`src/rtl/ballot_entry_fsm.sv`:
```
// rtl/ballot_entry_fsm.sv - booth button debounce and ballot sequencer ahead of the tally unit
// Optional inactivity timeout in CAND/CONFIRM is built only with `BALLOT_TIMEOUT_EN.
module ballot_entry_fsm #(
  parameter int NUM_VOTERS      = 5,
  parameter int NUM_CANDIDATES  = 3,
  parameter int DEBOUNCE_CYCLES = 4,
  parameter int HOLD_CYCLES     = 2,
  parameter int TIMEOUT_CYCLES  = 1000
) (
  input  logic       clk,
  input  logic       rst_n,
  input  logic [2:0] voter_id_in,
  input  logic       voter_load_btn,
  input  logic [1:0] cand_id_in,
  input  logic       cand_load_btn,
  input  logic       confirm_btn,
  input  logic       cancel_btn,
  output logic [2:0] voter_number,
  output logic [1:0] candidate_number,
  output logic       vote_signal,
  output logic       busy,
  output logic       error,
  output logic [2:0] state_out
);

  typedef enum logic [2:0] {
    S_IDLE    = 3'd0,
    S_CAND    = 3'd1,
    S_CONFIRM = 3'd2,
    S_COMMIT  = 3'd3,
    S_HOLD    = 3'd4
  } state_t;

  localparam int DW = $clog2(DEBOUNCE_CYCLES + 1);
  localparam int HW = (HOLD_CYCLES > 1) ? $clog2(HOLD_CYCLES) : 1;
  localparam logic [DW-1:0] LP_DB    = DW'(DEBOUNCE_CYCLES);
  localparam logic [DW-1:0] LP_DB_M1 = DW'(DEBOUNCE_CYCLES - 1);
  localparam logic [HW-1:0] LP_HOLD_M1 = HW'(HOLD_CYCLES - 1);
  localparam logic [3:0] LP_NV = 4'(NUM_VOTERS);
  localparam logic [2:0] LP_NC = 3'(NUM_CANDIDATES);

  // Button lanes: 0 voter_load, 1 cand_load, 2 confirm, 3 cancel
  logic [3:0]    w_raw;
  logic [3:0]    r_sync1;
  logic [3:0]    r_sync2;
  logic [DW-1:0] r_cnt [4];
  logic [3:0]    r_evt;

  assign w_raw = {cancel_btn, confirm_btn, cand_load_btn, voter_load_btn};

  // A counter saturates at LP_DB so a held button yields one event until released
  always_ff @(posedge clk or negedge rst_n) begin
    if (!rst_n) begin
      r_sync1 <= '0;
      r_sync2 <= '0;
      r_evt   <= '0;
      for (int i = 0; i < 4; i++) r_cnt[i] <= '0;
    end else begin
      r_sync1 <= w_raw;
      r_sync2 <= r_sync1;
      for (int i = 0; i < 4; i++) begin
        if (!r_sync2[i]) begin
          r_cnt[i] <= '0;
          r_evt[i] <= 1'b0;
        end else if (r_cnt[i] != LP_DB) begin
          r_cnt[i] <= r_cnt[i] + 1'b1;
          r_evt[i] <= (r_cnt[i] == LP_DB_M1);
        end else begin
          r_evt[i] <= 1'b0;
        end
      end
    end
  end

  logic w_ev_cancel, w_ev_confirm, w_ev_cand, w_ev_voter;
  logic w_voter_ok, w_cand_ok;

  assign w_ev_cancel  = r_evt[3];
  assign w_ev_confirm = r_evt[2] & ~r_evt[3];
  assign w_ev_cand    = r_evt[1] & ~(|r_evt[3:2]);
  assign w_ev_voter   = r_evt[0] & ~(|r_evt[3:1]);

  state_t     r_state;
  logic [2:0] r_voter;
  logic [1:0] r_cand;
  logic       r_vote;
  logic       r_busy;
  logic       r_error;
  logic [7:0] r_mask;
  logic [HW-1:0] r_hold;

  assign w_voter_ok = ({1'b0, voter_id_in} < LP_NV) && !r_mask[voter_id_in];
  assign w_cand_ok  = ({1'b0, cand_id_in} < LP_NC);

`ifdef BALLOT_TIMEOUT_EN
  localparam int TW = (TIMEOUT_CYCLES > 1) ? $clog2(TIMEOUT_CYCLES) : 1;
  localparam logic [TW-1:0] LP_TMO_M1 = TW'(TIMEOUT_CYCLES - 1);
  logic [TW-1:0] r_tmo;
  logic          w_tmo_clr;
  logic          w_tmo_hit;
  assign w_tmo_clr = w_ev_cancel | w_ev_cand | (w_ev_confirm && r_state == S_CONFIRM);
  assign w_tmo_hit = (r_tmo == LP_TMO_M1);
`endif

  always_ff @(posedge clk or negedge rst_n) begin
    if (!rst_n) begin
      r_state <= S_IDLE;
      r_voter <= '0;
      r_cand  <= '0;
      r_vote  <= 1'b0;
      r_busy  <= 1'b0;
      r_error <= 1'b0;
      r_mask  <= '0;
      r_hold  <= '0;
`ifdef BALLOT_TIMEOUT_EN
      r_tmo   <= '0;
`endif
    end else begin
      r_vote  <= 1'b0;
      r_error <= 1'b0;
`ifdef BALLOT_TIMEOUT_EN
      if ((r_state == S_CAND || r_state == S_CONFIRM) && !w_tmo_clr) r_tmo <= r_tmo + 1'b1;
      else r_tmo <= '0;
`endif
      case (r_state)
        S_IDLE: begin
          if (w_ev_voter) begin
            if (w_voter_ok) begin
              r_voter <= voter_id_in;
              r_state <= S_CAND;
              r_busy  <= 1'b1;
            end else begin
              r_error <= 1'b1;
            end
          end
        end
        S_CAND: begin
          if (w_ev_cancel) begin
            r_state <= S_IDLE;
            r_busy  <= 1'b0;
            r_voter <= '0;
            r_cand  <= '0;
          end else if (w_ev_cand) begin
            if (w_cand_ok) begin
              r_cand  <= cand_id_in;
              r_state <= S_CONFIRM;
            end else begin
              r_error <= 1'b1;
            end
          end
`ifdef BALLOT_TIMEOUT_EN
          else if (w_tmo_hit) begin
            r_error <= 1'b1;
            r_state <= S_IDLE;
            r_busy  <= 1'b0;
            r_voter <= '0;
            r_cand  <= '0;
            r_tmo   <= '0;
          end
`endif
        end
        S_CONFIRM: begin
          if (w_ev_cancel) begin
            r_state <= S_IDLE;
            r_busy  <= 1'b0;
            r_voter <= '0;
            r_cand  <= '0;
          end else if (w_ev_confirm) begin
            r_state <= S_COMMIT;
            r_vote  <= 1'b1;
          end else if (w_ev_cand) begin
            if (w_cand_ok) r_cand <= cand_id_in;
            else r_error <= 1'b1;
          end
`ifdef BALLOT_TIMEOUT_EN
          else if (w_tmo_hit) begin
            r_error <= 1'b1;
            r_state <= S_IDLE;
            r_busy  <= 1'b0;
            r_voter <= '0;
            r_cand  <= '0;
            r_tmo   <= '0;
          end
`endif
        end
        S_COMMIT: begin
          r_mask[r_voter] <= 1'b1;
          r_state <= S_HOLD;
          r_hold  <= '0;
        end
        S_HOLD: begin
          if (r_hold == LP_HOLD_M1) begin
            r_state <= S_IDLE;
            r_busy  <= 1'b0;
            r_voter <= '0;
            r_cand  <= '0;
          end else begin
            r_hold <= r_hold + 1'b1;
          end
        end
        default: begin
          r_state <= S_IDLE;
          r_busy  <= 1'b0;
        end
      endcase
    end
  end

  assign voter_number     = r_voter;
  assign candidate_number = r_cand;
  assign vote_signal      = r_vote;
  assign busy             = r_busy;
  assign error            = r_error;
  assign state_out        = r_state;

endmodule
```
`config.mk`:
```
export PLATFORM = sky130hd
export DESIGN_NAME = ballot_entry_fsm
export DESIGN_NICKNAME = d
export VERILOG_FILES = /design/src/rtl/ballot_entry_fsm.sv
export SDC_FILE = /design/constraint.sdc
export NUM_CORES = 1
export LEC_CHECK = 0
export CAP_MARGIN = 30
export CELL_PAD_IN_SITES_DETAIL_PLACEMENT = 1
export CELL_PAD_IN_SITES_GLOBAL_PLACEMENT = 2
export CORE_MARGIN = 10
export CORE_UTILIZATION = 32
export DETAILED_ROUTE_END_ITERATION = 12
export PLACE_DENSITY = 0.7
export SLEW_MARGIN = 20
export SYNTH_ARGS = -nofsm -noshare
export SYNTH_HDL_FRONTEND = slang
export SYNTH_SLANG_ARGS = --single-unit
```
`constraint.sdc`:
```
create_clock -name clk -period 1.7 [get_ports clk]
set_input_delay 0.17 -clock clk [delete_from_list [all_inputs] [get_ports clk]]
set_output_delay 0.17 -clock clk [all_outputs]
set_load 0.05 [all_outputs]
```
# [Word-level counts from Yosys, hierarchy flattened]
# Cells that the tools add are included.
[op_classes] add_sub_neg=5 order_cmp=5 eq_ne=24 muxes=58 bitwise=8 n_reduce_logical=14
[ops] cell="$mux W3" count=19
[ops] cell="$mux W1" count=25
[ops] cell="$ne A3 B3 Y1 const B" count=8
[ops] cell="$eq A3 B2 Y1 const B" count=6
[ops] cell="$pmux W3 S5" count=1
[ops] cell="$add A3 B1 Y3 const B" count=4
[ops] cell="$mux W2" count=6
[ops] cell="$ne A2 B1 Y1 const B" count=5
[ops] cell="$reduce_and A5 Y1" count=2
[ops] cell="$pmux W3 S3" count=1
[ops] cell="$lt A3 B4 Y1 const B" count=2
[ops] cell="$or A8 B8 Y8" count=1
[ops] cell="$ne A2 B2 Y1 const B" count=3
[ops] cell="$pmux W2 S3" count=1
[ops] cell="$reduce_and A6 Y1" count=1
[ops] cell="$reduce_bool A3 Y1" count=2
[ops] cell="$not A1 Y1" count=4
[ops] cell="$pmux W1 S4" count=1
[ops] cell="$reduce_or A2 Y1" count=2
[ops] cell="$and A1 B1 Y1" count=3
[ops] cell="$bmux W1 S3" count=1
[ops] cell="$demux W1 S3" count=1
[ops] cell="$eq A3 B1 Y1 const B" count=1
[ops] cell="$eq A3 B3 Y1 const B" count=1
[ops] cell="other kinds (12)" count=13
[totals] reg_bits=44 output_inout_bits=11

# [Longest topological paths before layout]
# Gate-level depths: netlist of the first run.
[logic_depth] word_depth=7 mapped_depth=5

# [Least setup slack after synthesis of the first run]
# OpenSTA, ideal clock, no wires.
[synth_timing] path_type="reg2reg" startpoint="register r_state[1] (netlist: state_out[1])" endpoint="register r_cand[0] (netlist: candidate_number[0])" setup_time_ns=0.121 arrival_ns=1.575 required_time_ns=1.579 slack_ns=0.004 stages_incl_launch_ff=6 path_buffers=0 synth_period_minus_slack_ns=1.696 path_cell_list="dfrtp_1 inv_1 nor2_1 a21oi_1 o31a_1 a22o_1"
[synth_between] elab_chain_len=3 word_cells_on_any_way=8 cone_classes="eq/ne: 5; mux: 1; reduce/logical: 2"
[synth_lines] item="start: declaration" line_no="83" source="state_t r_state;"
[synth_lines] item="start signal: assignment" line_no="107" source="r_state <= S_IDLE;"
[synth_lines] item="start signal: assignment" line_no="130" source="r_state <= S_CAND;"
[synth_lines] item="start signal: assignment" line_no="139" source="r_state <= S_IDLE;"
[synth_lines] item="$eq A3 B2 Y1 (tied with other cells)" line_no="125" source="case (r_state)"
[synth_lines] item="$ne A3 B3 Y1 (no source line) (tied with other cells)"
[synth_lines] item="$reduce_and A3 Y1 (no source line)"
[synth_lines] item="end signal: assignment" line_no="145" source="r_cand <= cand_id_in;"
[synth_lines] item="end signal: assignment" line_no="172" source="if (w_cand_ok) r_cand <= cand_id_in;"
[synth_lines] item="end: declaration" line_no="85" source="logic [1:0] r_cand;"
# Parallel ways exist; a longest one is shown, timed or not.
# A chain may end at the register's enable or synchronous reset.

# [Worst setup path after layout of the first run]
[layout_timing] startpoint="register r_evt[2]" endpoint="register r_cand[1] (netlist: candidate_number[1])"
[layout_between] elab_chain_len=7 word_cells_on_any_way=11 cone_classes="eq/ne: 1; mux: 5; bitwise: 3; reduce/logical: 2"
[layout_lines] item="start: declaration" line_no="47" source="logic [3:0] r_evt;"
[layout_lines] item="start signal: indexed assignment" line_no="67" source="r_evt[i] <= (r_cnt[i] == LP_DB_M1);"
[layout_lines] item="$reduce_or A2 Y1" line_no="80" source="assign w_ev_cand = r_evt[1] & ~(|r_evt[3:2]);"
[layout_lines] item="$not A1 Y1" line_no="80"
[layout_lines] item="$and A1 B1 Y1" line_no="80"
[layout_lines] item="$mux W2 (3 in a row)"
[layout_lines] item="$pmux W2 S3"
# Parallel ways exist; a longest one is shown, timed or not. The select of a mux whose other input is x is not followed.

==> results of run 1 <==
worst max-delay path, delay by kind of cell, from the launching register on:
family	cells	cell delay (ns)
compound gates	3	0.63
flops	1	0.41
simple gates	2	0.48
stage by stage:
step | hold WS [ns] | utilization, % | TNS [ns] | setup WS [ns] | instance area, um2
floorplan | -0.126 | - | 0 | 0.00401 | 1820
global route | 0.294 | 41.7 | 0 | 0.00481 | 2300
finish | 0.303 | 41.7 | 0 | 0.0717 | 2300
CTS | 0.294 | 41.2 | 0 | 0.00302 | 2270
detailed placement | 0.149 | 39.4 | -0.410 | -0.116 | 2170
global placement | 0.142 | 39.4 | -0.0266 | -0.00976 | 2170
per-layer routing:
metal	wire, um	global-route usage (%)	part of all wire (%)
met5	0	0	0
met4	56	3.32	1.4
met3	158	2.83	3.9
met2	2140	17.2	53
met1	1690	11.2	42
power by group:
part	switching (uW)	total, uW	leakage, uW	internal, uW
Combinational	627	1060	0.000547	437
Sequential	186	1370	0.000532	1190
Clock	371	663	0.0000445	292
final cells by class:
cell class	count	share of cell area, %
sequential	41	44.7
multi-input combinational	103	31.8
timing repair buffer	32	12.7
tap	72	3.92
clock buffer	5	3.00
inverter	18	2.94
clock inverter	3	0.926
how the worst max path moves through the flow:
stage                               end  cells after the start  slack (ns)            from
floorplan           candidate_number[0]                      5       0.004    state_out[1]
global placement        voter_number[0]                      6       -0.01  voter_id_in[0]
detailed placement      voter_number[2]                      6       -0.12  voter_id_in[0]
CTS                 candidate_number[1]                      5       0.003        r_evt[3]
global route        candidate_number[0]                      5       0.005        r_evt[2]
finish              candidate_number[1]                      5        0.07        r_evt[2]
cells by family after synthesis:
| family | count (synthesis) |
|---|---|
| adders and majority gates | 12 |
| DFF | 41 |
| muxes | 2 |
| buffers and inverters | 19 |
| AOI/OAI and AO/OA | 39 |
| xor gates and xnor gates | 4 |
| and+or+nand+nor | 46 |
cell usage in the layout (no fill, tap or decap), types with 2 or more instances in the layout:
master           count
a22o_1               5
xnor2_1              4
nand3_1              5
a21o_1               2
inv_1               18
o21ai_0              5
buf_12               2
o21ai_1              2
clkbuf_8             5
nor3_1               3
mux2i_1              2
and2_1               4
dfrtp_1             41
buf_4               17
nor2_1               7
a21boi_0             8
clkdlybuf4s50_1     11
a21oi_1              6
nand2_1             14
and3_1               4
a31o_2               5
ha_1                12
synth_stat cells (all sizes together) (5+ instances only):
| cell | number |
|---|---|
| nand3 | 5 |
| a31o | 5 |
| a21boi | 8 |
| inv | 18 |
| a21oi | 8 |
| ha | 12 |
| dfrtp | 41 |
| nand2 | 14 |
| a22o | 5 |
| o21ai | 7 |
| nor2 | 8 |
state kept, by name (all words and copies together) (netlist names):
register          cells
candidate_number      2
r_evt                 4
r_hold                1
r_sync1               4
voter_number          3
state_out             3
error                 1
r_cnt                12
r_mask                5
vote_signal           1
busy                  1
r_sync2               4
timing repair:
action                                  4_1_cts  5_1_grt
endpoints found under the hold margin        18        0
buffers inserted                              0        3
hold buffers                                  1        0
endpoints found under the setup margin        0        6
gates resized for setup                       0        2
==> flow_summary.rst, run 1 <==
.. list-table::
   :header-rows: 1

   * - Metric
     - Value
   * - Core area
     - 0.00551 mm2
   * - Summed instance area of the synthesized netlist
     - 0.00182 mm2
   * - Power Total
     - 3100 uW
   * - Unrepaired setup endpoints after global routing
     - false
   * - Worst Hold Class
     - input port to flip-flop
   * - Simple logic cell fraction of the synthesized area
     - 13.0%
   * - Placement row count
     - 27
   * - Share of synthesized area spent on multiplexers
     - 1.10%
   * - Skew-Pair Late Insertion Delay
     - 0.30 ns
   * - Flip-flop and latch area
     - 0.00103 mm2
   * - Pin count of the biggest net entering global routing
     - 24
   * - Root buffer cell
     - clkbuf_8
   * - Number of distinct library cell variants in the gate-level netlist after synthesis
     - 32
   * - Effective utilization at floorplan
     - 33.1%
   * - Sequential fraction of the synthesis area
     - 56.3%
   * - Worst Setup Start Kind
     - flip-flop
   * - Highest clock frequency the design can meet
     - 614 MHz
   * - Transition time at the pin with the least slew margin
     - 0.515 ns
   * - Diode count
     - 0
   * - Part of the cycle the worst path needs
     - roughly 96%
   * - Power density over the cells
     - 1350 mW/mm2
   * - RePlAce Congestion
     - 0.781
   * - Post-detail-place hpwl
     - approximately 3100 um
   * - Post-synthesis xor/xnor area fraction
     - 1.92%
   * - Endpoint of the worst hold path
     - r_sync1[0]
   * - Max rail drop VDD
     - ~560 uV
   * - Async set-or-reset flop fraction in the synthesized netlist
     - 100%
   * - Number of H-tree levels
     - 2
   * - Required time at the endpoint of the critical path
     - 1.89 ns
   * - Adder and majority cell fraction of the synthesized area
     - 8.24%
   * - Main combinational cell family by area after synthesis
     - compound AO/OA/AOI/OAI gates
   * - Share of layout cells above drive strength 1
     - between 10% and 20%
   * - Via count of the first global-routing pass
     - between 1,000 and 1,500
   * - Max Cap Violations
     - 0
   * - Remaining DRCs
     - 0
   * - Avg Vias per Cell
     - 4.80
   * - Worst Reg2Reg Path Length in Cells
     - 5
   * - P_leak
     - 0.00112 uW
   * - Global router's overall resource usage
     - under 10%
   * - Filler-free cell count of the finished design
     - 274
   * - Clock tree from TritonCTS
     - done
   * - Final hold viol count
     - 0
   * - Number of detailed-route iterations in the first pass
     - 4
   * - Share of Yosys cell area claimed by the top area cell type
     - 56.3%
   * - Die outline width
     - 95.5 um
   * - First-pass GRT wire length
     - 7150 um
   * - Final wirelength
     - 4050 um
   * - Final setup violating endpoints
     - 0
   * - Congestion Overflow GR
     - 0
   * - Placed cell count
     - 262
   * - Largest stage delay, worst path
     - 0.43 ns
   * - Max Transition Viols Final
     - 0
   * - Hold path startpoint
     - voter_load_btn
   * - Post-route antenna net violation count
     - 0
   * - Most area-hungry cell type in the Yosys netlist
     - dfrtp_1
   * - Number of sinks on the clock net
     - 41
   * - Post-synthesis to final-layout area growth
     - 26.1%
   * - Number of vias in the routed layout
     - 1,316
   * - Number of I/O port buffers
     - 21
   * - Reg2reg setup slack
     - 0.07 ns
   * - Full die area
     - 0.00911 mm2
   * - Highest-delay cell along the critical path
     - or3b_4
   * - Clock buffers created by TritonCTS
     - 5
   * - Overall die height
     - about 95 um
   * - Synth area leaders
     - dfrtp_1 56%, ha_1 8.2%, inv_1 3.7%, a21boi_0 3.3%, nand2_1 2.9%
   * - Worst-path maximum fanout
     - 3
   * - Kind of end point of the critical path
     - flip-flop
   * - Endpoint arrival time on the critical path
     - about 1.8 ns
   * - WL per Instance
     - 14.8 um
   * - Number of antenna violations at the first check in global routing
     - 0
   * - Fin Clk Skew
     - around 0.0026 ns
   * - Outcome
     - finished clean
   * - Cell chain of the critical path
     - or3b_4 > a21oi_4 > nor2_1 > o31a_1 > a22o_1
   * - Clock period minus worst slack
     - 1.63 ns
   * - Area used by multi-input combinational logic
     - 731 um2
   * - Net count of the mapped netlist
     - 186
   * - EDFF count, synth
     - 0
   * - Synthesis warning total
     - 0
   * - Worst slew margin relative to its limit
     - 65.5%
   * - Endpoint of the worst-slack reg-to-reg timing path
     - candidate_number[1]
   * - Hold Path Depth
     - 1
   * - Most used flip-flop cell after synthesis
     - dfrtp_1
   * - Clock buffer depth
     - 2
   * - Launch instance of the worst register-to-register path
     - r_evt[2]
   * - Critical setup path kind
     - flip-flop to flip-flop
   * - Nets
     - 224
   * - Number of design-rule violations left by the first detailed-router iteration
     - 25
   * - I/O pin cnt
     - 22
   * - Avg Cell Area, Syn
     - 11.2 um2
   * - Clock-pin slew on the worst setup and hold paths
     - 0.09 ns
   * - Area fraction in compound gates after synthesis
     - between 10% and 20%
   * - Flops & latches, synth
     - between 40 and 50
   * - Fill cell total of the finished layout
     - 606
   * - Post-synthesis cell count
     - about 160
Note: power is estimated with default switching activity, not from simulation.
==> run 2: changes to the inputs <==
--- a/config.mk
+++ b/config.mk
@@ -12,6 +12,7 @@
 export CORE_UTILIZATION = 32
 export DETAILED_ROUTE_END_ITERATION = 12
 export PLACE_DENSITY = 0.7
+export REMOVE_ABC_BUFFERS = 1
 export SLEW_MARGIN = 20
 export SYNTH_ARGS = -nofsm -noshare
 export SYNTH_HDL_FRONTEND = slang
==> run 2 against run 1 <==
  * Critical path depth unchanged
  * Total power fell by 2.3%
  * Clock power fell by 9.0%
  * Clock-buffer cell count up 1
  * Routed wire length increased by 0.99%
  * Worst hold slack improved by 0.017 ns
  * Design area shrank 1.8%
  * Critical path type unchanged
==> flow_summary.rst, run 2 (same netlist as run 1, synthesis figures left out) <==
.. list-table::
   :header-rows: 1

   * - Metric
     - Value
   * - Outcome
     - finished clean
   * - Number of vias in the routed layout
     - 1,307 (-0.68%)
   * - Number of sinks on the clock net
     - 41 (unchanged)
   * - Total placed instance area
     - 0.00216 mm2 (-0.46%)
   * - Worst slew margin relative to its limit
     - 65.0% (-0.50 points)
   * - Proportion of power drawn by the clock network
     - 19.9% (-1.5 points)
   * - Power density over the cells
     - 1340 mW/mm2 (-0.56%)
   * - Endpoint arrival time on the critical path
     - 1.81 ns (about the same)
   * - Critical setup path kind
     - flip-flop to flip-flop
   * - Share of layout cells above drive strength 1
     - 15.7% (-2.7 points)
   * - Skew-Pair Late Insertion Delay
     - 0.29 ns (about the same)
   * - Die outline width
     - 95.5 um (unchanged)
   * - Global router's overall resource usage
     - 9.62% (-0.19 points)
   * - Effective utilization at floorplan
     - 33.1% (unchanged)
   * - Remaining DRCs
     - 0 (unchanged)
   * - Number of H-tree levels
     - 2 (unchanged)
   * - Max rail drop VDD
     - 521 uV (-7.1%)
   * - Most used cells in the layout excluding fill and tap cells
     - 41 x dfrtp_1, 18 x inv_1, 14 x nand2_1, 14 x buf_4
   * - Number of design-rule violations left by the first detailed-router iteration
     - 19 (-24%)
   * - Combinational share of power
     - 34.6% (+0.3 points)
   * - Pin count of the biggest net entering global routing
     - 23 (-4.2%)
   * - Clock-pin slew on the worst setup and hold paths
     - 0.08 ns (about the same)
   * - Unrepaired setup endpoints after global routing
     - false
   * - Cell Int Power
     - 1890 uW (-1.2%)
   * - Via count of the first global-routing pass
     - 1,500 (+0.20%)
   * - Final setup violating endpoints
     - 0 (unchanged)
   * - Worst Setup Start Kind
     - flip-flop
   * - Post-synthesis to final-layout area growth
     - 23.8%
   * - Fraction of power consumed by sequential logic
     - 45.4% (+1.1 points)
   * - I/O pin cnt
     - 22 (unchanged)
   * - WL per Instance
     - 15.1 um (+2.5%)
   * - Required time at the endpoint of the critical path
     - 1.87 ns (-0.02 ns)
   * - Full die area
     - 0.00911 mm2 (unchanged)
   * - Overall die height
     - 95.5 um (unchanged)
   * - Number of detailed-route iterations in the first pass
     - 5 (+1)
   * - RePlAce Congestion
     - 0.803 (+2.8%)
   * - Core area
     - 0.00551 mm2 (unchanged)
   * - Post-route antenna net violation count
     - 0 (unchanged)
   * - Avg Vias per Cell
     - 4.84 (+0.79%)
   * - Register containing the most flip-flops in the final layout
     - r_cnt
   * - Worst-path maximum fanout
     - 3 (unchanged)
   * - Largest stage delay, worst path
     - 0.42 ns (about the same)
   * - Fin Clk Skew
     - 0.00886 ns (+0.00624 ns)
   * - P_leak
     - 0.00110 uW (-2.4%)
   * - Max Transition Viols Final
     - 0 (unchanged)
   * - Max Cap Violations
     - 0 (unchanged)
   * - Cell chain of the critical path
     - or3b_4 > a21oi_4 > nor2_1 > o31a_1 > a22o_1
   * - Final hold viol count
     - 0 (unchanged)
   * - Number of I/O port buffers
     - 21 (unchanged)
   * - Number of antenna violations at the first check in global routing
     - 0 (unchanged)
   * - Final wirelength
     - 4090 um (+0.99%)
   * - Part of the cycle the worst path needs
     - 96.3% (+0.50 points)
   * - Largest registers ranked by flip-flop count
     - r_cnt (12), r_mask (5)
   * - Switching Fraction
     - 37.5% (-0.74 points)
   * - Clock period minus worst slack
     - 1.64 ns (+0.00854 ns)
   * - Highest-delay cell along the critical path
     - or3b_4
   * - Worst Hold Class
     - input port to flip-flop
   * - Clock buffer depth
     - 2 (unchanged)
   * - Final Core Density
     - 41.0% (-0.75 points)
   * - Congestion Overflow GR
     - 0 (unchanged)
   * - Most common cell after layout, fill and taps aside
     - dfrtp_1
   * - Nets
     - 221 (-1.3%)
   * - Clock buffers created by TritonCTS
     - 5 (unchanged)
   * - Root buffer cell
     - clkbuf_8
   * - Kind of end point of the critical path
     - flip-flop
   * - Placement row count
     - 27 (unchanged)
   * - Reg2reg setup slack
     - 0.06 ns (about the same)
   * - Post-detail-place hpwl
     - 3300 um (+5.2%)
   * - Net switching power of the design
     - 1130 uW (-4.3%)
   * - Diode count
     - 0 (unchanged)
   * - Clock tree from TritonCTS
     - done
   * - Highest clock frequency the design can meet
     - 611 MHz (-0.52%)
   * - First-pass GRT wire length
     - 6980 um (-2.4%)
   * - Transition time at the pin with the least slew margin
     - 0.521 ns (+0.00509 ns)
   * - Flip-flop count of the largest register, all copies and words added
     - 12 (unchanged)
   * - Area of all placed cells without fillers
     - 0.00226 mm2 (-1.8%)
run 2: cell count changes in the layout (fill, tap and decap cells not counted), sizes merged:
| cell | change |
|---|---|
| clkdlybuf4s50 | +1 |
| buf | -4 |
| clkinvlp | -1 |
| clkbuf | +1 |
| inv | -1 |
run 2: worst paths after layout:
path,startpoint,to,depth (start not counted)
hold reg to reg,r_sync1[2],r_sync2[2],0
min in group asynchronous,rst_n,r_mask[4],2
setup reg to reg,r_evt[3],candidate_number[1],5
hold / removal,voter_load_btn,r_sync1[0],1
max in group asynchronous,rst_n,state_out[1],3
setup / recovery,r_evt[3],candidate_number[1],5
run 2: timing repair:
item,CTS,global route
hold buffers,1,0
gates resized for setup,0,2
hold endpoints to repair,20,0
setup buffers,0,0
setup endpoints to repair,0,6
run 2: worst max-delay path: cells and delay by family, from the launching register on:
kind | cells | cell delay (ns)
compound gates | 3 | 0.64
flops | 1 | 0.39
simple gates | 2 | 0.48
run 2: metal layers:
metal / GRT usage, % / routed length [um] / vias to the layer above
li1: - / - / 625
met2: 17.9 / 2250 / 18
met4: 2.83 / 46 / 0
met5: 0 / 0 / -
met3: 3.69 / 215 / 5
met1: 9.73 / 1570 / 659
run 2: power by group through the flow:
| stage | logic, uW | registers [uW] | clock network (uW) |
|---|---|---|---|
| after detailed placement | 1060 | 1400 | 0 |
| after CTS | 1070 | 1380 | 638 |
| after global routing | 1180 | 1410 | 685 |
| final | 1050 | 1370 | 603 |
| after global placement | 979 | 1370 | 0 |
| after floorplan | 559 | 1520 | 0 |
run 2: area by class of cell:
type / count / area (um2)
clock buffer: 6 / 72.6
clock inverter: 1 / 8.76
fill: 615 / 3250
inverter: 18 / 67.6
multi-input combinational: 103 / 731
sequential: 41 / 1030
tap: 72 / 90.1
timing repair buffer: 29 / 260
run 2: through the flow:
stage               worst slack, ns  hold WS (ns)  std cells  setup TNS, ns  power (uW)
global route               0.000834         0.304        270              0        3280
global placement            -0.0307         0.167        262        -0.0877        2350
CTS                          0.0105         0.309        270              0        3090
detailed placement          -0.0777         0.174        262         -0.192        2470
finish                       0.0631         0.320        270              0        3030
floorplan                   0.00378        -0.126        162              0        2080
